**config.mk**
```make
export PLATFORM = sky130hd
export DESIGN_NAME = seq_restoring_divider
export DESIGN_NICKNAME = d
export VERILOG_FILES = /design/src/rtl/div_pkg.sv /design/src/rtl/trial_subtractor.sv /design/src/rtl/seq_restoring_divider.sv
export SDC_FILE = /design/constraint.sdc
export NUM_CORES = 1
export LEC_CHECK = 0
export ABC_CLOCK_PERIOD_IN_PS = 7600
export CORE_ASPECT_RATIO = 1.25
export CORE_UTILIZATION = 40
export DETAILED_ROUTE_END_ITERATION = 7
export GPL_ROUTABILITY_DRIVEN = 0
export PLACE_DENSITY = 0.62
export SYNTH_ARGS = -nofsm -noshare
export SYNTH_HDL_FRONTEND = slang
export SYNTH_SLANG_ARGS = --single-unit
```
**constraint.sdc**
```tcl
create_clock -name clk -period 7.6 [get_ports clk]
set_clock_uncertainty 0.05 [all_clocks]
set_input_delay 2.28 -clock clk [delete_from_list [all_inputs] [get_ports clk]]
set_output_delay 2.28 -clock clk [all_outputs]
set_load 0.01 [all_outputs]
```
**src/rtl/div_pkg.sv**
```systemverilog
// Shared types and helpers for the sequential restoring divider.
package div_pkg;

  typedef enum logic [1:0] {
    ST_IDLE = 2'd0,
    ST_CALC = 2'd1,
    ST_DONE = 2'd2
  } div_state_e;

  // Bits needed to count down from value-1 to zero (at least 1).
  function automatic int clog2(input int value);
    int result;
    result = 1;
    for (int i = 1; i < 31; i++) begin
      if ((32'sd1 <<< i) < value) begin
        result = i + 1;
      end else begin
        result = result;
      end
    end
    return result;
  endfunction

  // 1-bit full-adder cell: returns {carry_out, sum}.
  function automatic logic [1:0] full_add(input logic a, input logic b, input logic cin);
    return {(a & b) | (a & cin) | (b & cin), a ^ b ^ cin};
  endfunction

endpackage

```
**src/rtl/trial_subtractor.sv**
```systemverilog
// Ripple-borrow subtractor built from full-adder cells: minuend + ~subtrahend + 1.
module trial_subtractor
  import div_pkg::*;
#(
  parameter int N = 9
) (
  input  logic [N-1:0] minuend_i,
  input  logic [N-1:0] subtrahend_i,
  output logic [N-1:0] difference_o,
  output logic         no_borrow_o
);

  logic       carry_s;
  logic [1:0] cell_s;

  // Carry chain; a final carry of 1 means the subtraction did not borrow.
  always_comb begin
    carry_s      = 1'b1;
    cell_s       = 2'b00;
    difference_o = '0;
    for (int i = 0; i < N; i++) begin
      cell_s          = full_add(minuend_i[i], ~subtrahend_i[i], carry_s);
      difference_o[i] = cell_s[0];
      carry_s         = cell_s[1];
    end
    no_borrow_o = carry_s;
  end

endmodule

```
**src/rtl/seq_restoring_divider.sv**
```systemverilog
// Multi-cycle unsigned restoring divider, one quotient bit per clock.
// Optional divide-by-zero fast path enabled by defining DIVIDER_ZERO_FAST_EN.
module seq_restoring_divider
  import div_pkg::*;
#(
  parameter int W = 8
) (
  input  logic         clk,
  input  logic         rst,
  input  logic         start,
  input  logic [W-1:0] dividend,
  input  logic [W-1:0] divisor,
  output logic         busy,
  output logic         done,
  output logic [W-1:0] quotient,
  output logic [W-1:0] remainder,
  output logic         div_by_zero
);

  localparam int CW = clog2(W);

  div_state_e    state_q;
  logic [CW-1:0] count_q;
  logic [W-1:0]  dvd_q;
  logic [W-1:0]  dvs_q;
  logic [W:0]    rem_q;
  logic          busy_q;
  logic          done_q;
  logic [W-1:0]  quo_q;
  logic [W-1:0]  rmd_q;

  logic [W:0]    shift_s;
  logic [W:0]    diff_s;
  logic          no_borrow_s;
  logic [W:0]    rem_d;
  logic [W-1:0]  dvd_d;
  logic          rem_unused_s;

  // After a restore R is always below the divisor, so its top bit never feeds the shift.
  assign rem_unused_s = rem_q[W];

  // Shift the next dividend bit into the partial remainder.
  always_comb begin
    shift_s = {rem_q[W-1:0], dvd_q[W-1]};
  end

  trial_subtractor #(
    .N(W + 1)
  ) u_sub (
    .minuend_i   (shift_s),
    .subtrahend_i({1'b0, dvs_q}),
    .difference_o(diff_s),
    .no_borrow_o (no_borrow_s)
  );

  // Restore decision; quotient bits are collected in the vacated dividend LSBs.
  always_comb begin
    if (no_borrow_s) begin
      rem_d = diff_s;
    end else begin
      rem_d = shift_s;
    end
    dvd_d = {dvd_q[W-2:0], no_borrow_s};
  end

`ifdef DIVIDER_ZERO_FAST_EN
  logic dbz_q;
`endif

  // Control FSM with registered outputs.
  always_ff @(posedge clk) begin
    if (rst) begin
      state_q <= ST_IDLE;
      count_q <= '0;
      dvd_q   <= '0;
      dvs_q   <= '0;
      rem_q   <= '0;
      busy_q  <= 1'b0;
      done_q  <= 1'b0;
      quo_q   <= '0;
      rmd_q   <= '0;
`ifdef DIVIDER_ZERO_FAST_EN
      dbz_q   <= 1'b0;
`endif
    end else begin
      case (state_q)
        ST_IDLE: begin
          done_q <= 1'b0;
          if (start) begin
            dvd_q   <= dividend;
            dvs_q   <= divisor;
            rem_q   <= '0;
            count_q <= CW'(W - 1);
            busy_q  <= 1'b1;
`ifdef DIVIDER_ZERO_FAST_EN
            if (divisor == '0) begin
              state_q <= ST_DONE;
              done_q  <= 1'b1;
              quo_q   <= '1;
              rmd_q   <= dividend;
              dbz_q   <= 1'b1;
            end else begin
              state_q <= ST_CALC;
              dbz_q   <= 1'b0;
            end
`else
            state_q <= ST_CALC;
`endif
          end
        end
        ST_CALC: begin
          rem_q <= rem_d;
          dvd_q <= dvd_d;
          if (count_q == '0) begin
            state_q <= ST_DONE;
            done_q  <= 1'b1;
            quo_q   <= dvd_d;
            rmd_q   <= rem_d[W-1:0];
          end else begin
            count_q <= count_q - CW'(1);
          end
        end
        ST_DONE: begin
          state_q <= ST_IDLE;
          done_q  <= 1'b0;
          busy_q  <= 1'b0;
        end
        default: begin
          state_q <= ST_IDLE;
          done_q  <= 1'b0;
          busy_q  <= 1'b0;
        end
      endcase
    end
  end

  assign busy      = busy_q;
  assign done      = done_q;
  assign quotient  = quo_q;
  assign remainder = rmd_q;
`ifdef DIVIDER_ZERO_FAST_EN
  assign div_by_zero = dbz_q;
`else
  assign div_by_zero = 1'b0;
`endif

endmodule

```
# Word-level counts from Yosys, hierarchy flattened

Index checks and enable logic that the tools add are counted.
W data, S select, Z words.

Bits in registers: 47
Latch bits: 0
Memory bits (writable): 0
Bits in read-only memories: 0
Bits of input ports: 19
Output and inout bits: 19
Logic and storage cells: 103
Memories kept: 0

Add/subtract/negate cells: 1
$mul: 0
Div/mod/pow operators: 0
Order comparisons: 0
Eq/ne operators: 4
Shift operators: 0
Multiplexer cells: 13
Bitwise operators: 66
Reductions and logical operators: 10

Operators by type and width:

| operator              | number |
|---|---|
| $pmux W8 S2           | 2 |
| $mux W8               | 3 |
| $and A1 B1 Y1         | 23 |
| $or A1 B1 Y1          | 18 |
| $xor A1 B1 Y1         | 15 |
| $not A1 Y1            | 10 |
| $reduce_and A2 Y1     | 5 |
| $mux W3               | 2 |
| $ne A2 B2 Y1 const B  | 3 |
| $pmux W3 S2           | 1 |
| $mux W2               | 2 |
| $pmux W2 S2           | 1 |
| $logic_not A3 Y1      | 1 |
| $reduce_and A3 Y1     | 1 |
| $sub A3 B1 Y3 const B | 1 |
| $eq A2 B1 Y1 const B  | 1 |
| $logic_not A2 Y1      | 1 |
| $pmux W1 S2           | 1 |
| $reduce_bool A2 Y1    | 1 |
| $reduce_or A2 Y1      | 1 |
| $mux W1               | 1 |

# Logic depth before layout (Yosys ltp)

Depth in word-level cells: 30
Mapped depth: 14
Mapped depth without buffers: 13

# Hierarchy

Synthesis repeated with hierarchy kept, for this count alone.

Cells, all modules: 212
Area, all modules: 2057.0 um2

By module, submodules not included:

| module                | times used | cells each | area each (um2) | sequential area each (um2) |
|---|---|---|---|---|
| seq_restoring_divider | 1          | 185        | 1816.7          | 940.9 |
| trial_subtractor      | 1          | 27         | 240.2           | 0.0 |

# Worst setup path before layout

OpenSTA, ideal clock, no wires.

Path type: register to register
Start point: register dvd_q[7]
End point: register rmd_q[1], in the netlist remainder[1]
Setup time: 137 ps
Arrival: 3854 ps
Required time: 7413 ps
Path slack: 3559 ps
Stages on the path, launching flop included: 15
Buffers on the path: 1
Clock period less this slack: 4041 ps
Path through: dfxtp_1 > inv_1 > ha_1 > inv_1 > fa_1 > fa_1 > fa_1 > fa_1 > fa_1 > fa_1 > fa_1 > nor2_1 > buf_2 > mux2i_1 > a211oi_1

Word-level cells in the longest chain between the ends: 28
Elaborated cells between the ends (all ways): 36
Classes of those cells: mux: 1; bitwise: 35

Ends and longest elaborated chain:

| what                          | RTL line                     | source |
|---|---|---|
| from (decl)                   | seq_restoring_divider.sv:24  | `logic [W-1:0] dvd_q;` |
| from (signal assigned)        | seq_restoring_divider.sv:90  | `dvd_q <= dividend;` |
| from (signal assigned)        | seq_restoring_divider.sv:113 | `dvd_q <= dvd_d;` |
| $and A1 B1 Y1                 | div_pkg.sv:26                | `return {(a & b) \| (a & cin) \| (b & cin), a ^ b ^ cin};` |
| $or A1 B1 Y1 (*) (2 in a row) | div_pkg.sv:26                |  |
| $and A1 B1 Y1                 | div_pkg.sv:26                |  |
| $or A1 B1 Y1 (2 in a row)     | div_pkg.sv:26                |  |
| $and A1 B1 Y1                 | div_pkg.sv:26                |  |
| $or A1 B1 Y1 (2 in a row)     | div_pkg.sv:26                |  |
| $and A1 B1 Y1                 | div_pkg.sv:26                |  |
| $or A1 B1 Y1 (2 in a row)     | div_pkg.sv:26                |  |
| [... 4 more ...]              | n/a                          |  |
| $or A1 B1 Y1 (2 in a row)     | div_pkg.sv:26                |  |
| $and A1 B1 Y1                 | div_pkg.sv:26                |  |
| $or A1 B1 Y1 (2 in a row)     | div_pkg.sv:26                |  |
| $and A1 B1 Y1                 | div_pkg.sv:26                |  |
| $or A1 B1 Y1 (2 in a row)     | div_pkg.sv:26                |  |
| $and A1 B1 Y1                 | div_pkg.sv:26                |  |
| $or A1 B1 Y1 (2 in a row)     | div_pkg.sv:26                |  |
| $mux W8 (*)                   | seq_restoring_divider.sv:58  | `if (no_borrow_s) begin` |
| to (signal assigned)          | seq_restoring_divider.sv:118 | `rmd_q <= rem_d[W-1:0];` |
| to (decl)                     | seq_restoring_divider.sv:30  | `logic [W-1:0] rmd_q;` |

Every way passes the cells marked *; elsewhere a longest branch is shown, timed or not.
A chain may end at the register's enable or synchronous reset.

# Worst setup path in the final report

Start point: register dvd_q[7]
End point: register rmd_q[0], in the netlist remainder[0]

Word-level cells in the longest chain between the ends: 28
Elaborated cells between the ends (all ways): 37
Classes of those cells: mux: 1; bitwise: 36

Ends and longest elaborated chain:

| what                      | RTL line |
|---|---|
| $and A1 B1 Y1             | div_pkg.sv:26 |
| $or A1 B1 Y1 (2 in a row) | div_pkg.sv:26 |
| $and A1 B1 Y1             | div_pkg.sv:26 |
| $or A1 B1 Y1 (2 in a row) | div_pkg.sv:26 |
| $and A1 B1 Y1             | div_pkg.sv:26 |
| $or A1 B1 Y1 (2 in a row) | div_pkg.sv:26 |
| $and A1 B1 Y1             | div_pkg.sv:26 |
| $or A1 B1 Y1 (2 in a row) | div_pkg.sv:26 |
| [... 4 more ...]          | n/a |
| $or A1 B1 Y1 (2 in a row) | div_pkg.sv:26 |
| $and A1 B1 Y1             | div_pkg.sv:26 |
| $or A1 B1 Y1 (2 in a row) | div_pkg.sv:26 |
| $and A1 B1 Y1             | div_pkg.sv:26 |
| $or A1 B1 Y1 (2 in a row) | div_pkg.sv:26 |
| $and A1 B1 Y1             | div_pkg.sv:26 |
| $or A1 B1 Y1 (2 in a row) | div_pkg.sv:26 |
| $mux W8 (*)               | seq_restoring_divider.sv:58 |

Marks and branches as above.

==> metrics.md <==
| Metric | Value |
|---|---|
| Cell taking the most area after synthesis | `dfxtp_1` |
| CTS Buf Count | `5` |
| Net count after synthesis | `roughly 260` |
| Post-synth top area share | `0.452` |
| CP Data Required Time | `7750 ps` |
| Largest net degree at the start of global routing | `43` |
| Power Dens Cells | `approximately 220 mW/mm^2` |
| Die ar. | `0.00550 sq mm` |
| Crit path max fanout | `11` |
| Fill count | `~500` |
| Synthesized area | `between 0.002 and 0.0025 sq mm` |
| Worst Hold Depth | `2` |
| H-tree Lvls | `2` |
| Fin Setup TNS | `0 ps` |
| Netlist cell types | `36` |
| Status | `complete, no violations` |
| First-pass GRT wire length | `approximately 6.9 mm` |
| Number of global-route vias before repair | `between 1k and 1.5k` |
| DP HPWL | `~2.9 mm` |
| Routed Antenna Nets | `0` |
| Via density | `between 5 and 6` |
| Peak supply drop | `around 0.12 mV` |
| TritonCTS clock tree | `yes` |
| Placed Cells | `just over 300` |
| Tcrit/Tclk final | `0.638` |
| Setup WS post-layout | `2750 ps` |
| Number of setup violations in the final report | `0` |
| Die Ht | `just over 80 microns` |
| Min Tclk post-route | `4850 ps` |
| Highest metal used | `met4` |
| Clock root buffer | `clkbuf_8` |
| Worst path arrival time | `5000 ps` |
| # hold bufs at CTS | `0` |
| Startpoint Class | `register` |
| TritonRoute pass-1 iters | `4` |
| Port buffer count | `36` |
| Ports | `38` |
| Clock transition at the registers of the reported paths | `~80 ps` |
| CP Capture Type | `register` |
| Initial Util | `0.413` |
| FF+latch area | `about 940 sq um` |
| ANT cells | `0` |
| Worst Hold Endpoint | `dvs_q[7]` |
| Async S/R FF share, synth | `0` |
| Post-Layout Cell Count | `between 300 and 400` |
| Met2 routed WL | `slightly below 2 mm` |
| Crit Path Class | `reg2reg` |
| RSZ-0062 raised after global routing | `no` |
| Vias | `1,596` |
| Post-CTS Setup Inserts | `0` |
| PostCTS Resize Cnt | `0` |
| Wl on met1 | `about 1.9 mm` |
| Worst R2R Start | `dvd_q[7]` |
| Static leakage | `~0.00090 uW` |
| Total clock sinks | `47` |
| Placeable Area | `0.00504 sq mm` |
| Multi-input combinational cell area | `997 sq um` |
| Most numerous cell in the Yosys netlist | `dfxtp_1` |
| Post-synthesis register bit count | `47` |
| Worst-Skew Late Latency | `approximately 290 ps` |
| Initial antenna violation count | `0` |
| Slew at the pin closest to its max-slew limit | `around 940 ps` |
| Max-cap check violation count | `0` |
| Reg2reg path depth | `13` |
| Ys Warns | `0` |
| FP Rows | `29` |
| Pins over their slew limit | `0` |
| Post-Place Setup Slack | `roughly 2800 ps` |
| EDFF count, synth | `0` |
| Sequential share of the synthesized area | `0.452` |
| Layout Nets | `283` |
| Total global routing track utilization | `0.168` |
| Area delta synth->final | `20.2%` |
| Hold_sp | `dvs_q[7]` |
| Syn Inst Count | `228` |
| Iteration-0 DRC Markers | `between 50 and 60` |
| Hold Violations, Final | `0` |
| Synth Flop Type | `dfxtp_1` |
| Syn avg cell area | `9.14 sq um` |
| FF-to-FF setup slack | `roughly 2800 ps` |
| Top cells by count, synth | `dfxtp_1 (47), nand2_1 (30), nor2_1 (29), a21oi_1 (19), inv_1 (12)` |
| Die X | `~67 microns` |
| Bufs on Longest Clock Path | `2` |
| Final wirelength | `between 4 and 5 mm` |
| Remaining global-route overflow | `0` |
| Met3 wire len | `~230 microns` |
| R2R Path End | `remainder[0]` |
| Fmax | `around 0.21 GHz` |
| DR WL/cell | `~13 microns` |
| Leading cell types by total area after synthesis | `dfxtp_1 (45%), fa_1 (6.7%), nand2_1 (5.4%)` |
| Slew margin rel. | `0.373` |
| Share of cells above drive strength 1 | `0.0553` |
| Hold Path Class | `reg2reg` |
| # DRC | `0` |
==> worst max-delay path, stage by stage, from the launching register on <==
cell and delay, ps:
dfxtp_1 320, inv_1 60, ha_1 140, inv_1 40
fa_1 390, fa_1 390, fa_1 410, fa_1 390
fa_1 390, fa_1 390, fa_1 410, nor2_1 730
mux2_2 430, o31ai_1 210
==> metal layers <==
metal | track usage | up-vias
met2 | 0.276 | 38
met5 | 0 | -
met3 | 0.0495 | 5
met1 | 0.211 | 735
li1 | - | 818
met4 | 0.0511 | 0
==> registers in the layout (all words and copies together) (netlist names) <==
signal     count
busy           1
count_q        3
done           1
dvd_q          8
dvs_q          8
quotient       8
rem_q          8
remainder      8
state_q        2
==> placed cells by master (no fill, tap or decap), drive strengths merged <==
master	n
a211oi	9
a21oi	19
a221oi	1
a22oi	1
a2bb2oi	1
a31oi	1
and4bb	1
buf	1
clkbuf	5
clkdlybuf4s50	36
clkinvlp	1
conb	1
dfxtp	47
fa	7
ha	3
inv	12
mux2	1
mux2i	6
nand2	30
nand2b	4
nand3b	2
nand4bb	1
nor2	29
nor2b	2
nor3	8
nor3b	1
nor4	7
o21a	2
o21ai	1
o21ba	1
o22ai	1
o2bb2ai	8
o31ai	1
or3b	2
==> stage by stage <==
step	instance area, sq um	total power, uW	utilization	hold slack, ps
after CTS	2500	570	0.497	413
final	2500	563	0.497	408
after detailed placement	2430	430	0.482	399
after floorplan	2080	390	-	386
after global routing	2500	600	0.497	440
after global placement	2430	427	0.482	395
==> how the worst max path moves through the flow <==
| stage | start | slack (ps) | end |
|---|---|---|---|
| global placement | dvd_q[7] | 2870 | remainder[0] |
| floorplan | dvd_q[7] | 3560 | remainder[1] |
| CTS | dvd_q[7] | 2760 | remainder[0] |
| global route | dvd_q[7] | 2520 | remainder[0] |
| detailed placement | dvd_q[7] | 2780 | remainder[0] |
| finish | dvd_q[7] | 2750 | remainder[0] |
==> cell families after synthesis <==
group / synth area share
other cells: 0.00180
mux: 0.0342
flops: 0.452
simple gates: 0.201
fa+ha+maj: 0.0853
buf+inv: 0.0697
compound gates: 0.157
==> power breakdown <==
group | total, uW | internal, uW | leakage (uW) | switching, uW
combinational | 140 | 66.4 | 0.000476 | 74.0
sequential | 282 | 267 | 0.000384 | 14.6
clock | 141 | 61.2 | 0.0000361 | 79.5
total | 563 | 395 | 0.000897 | 168
==> area by class of cell <==
| type | count | share of cell area |
|---|---|---|
| inverter | 12 | 0.0180 |
| clock inverter | 1 | 0.00300 |
| multi-input combinational | 151 | 0.398 |
| sequential | 47 | 0.376 |
| tap | 62 | 0.0310 |
| clock buffer | 5 | 0.0275 |
| timing repair buffer | 37 | 0.147 |
Power figures use the tool's default switching activity.
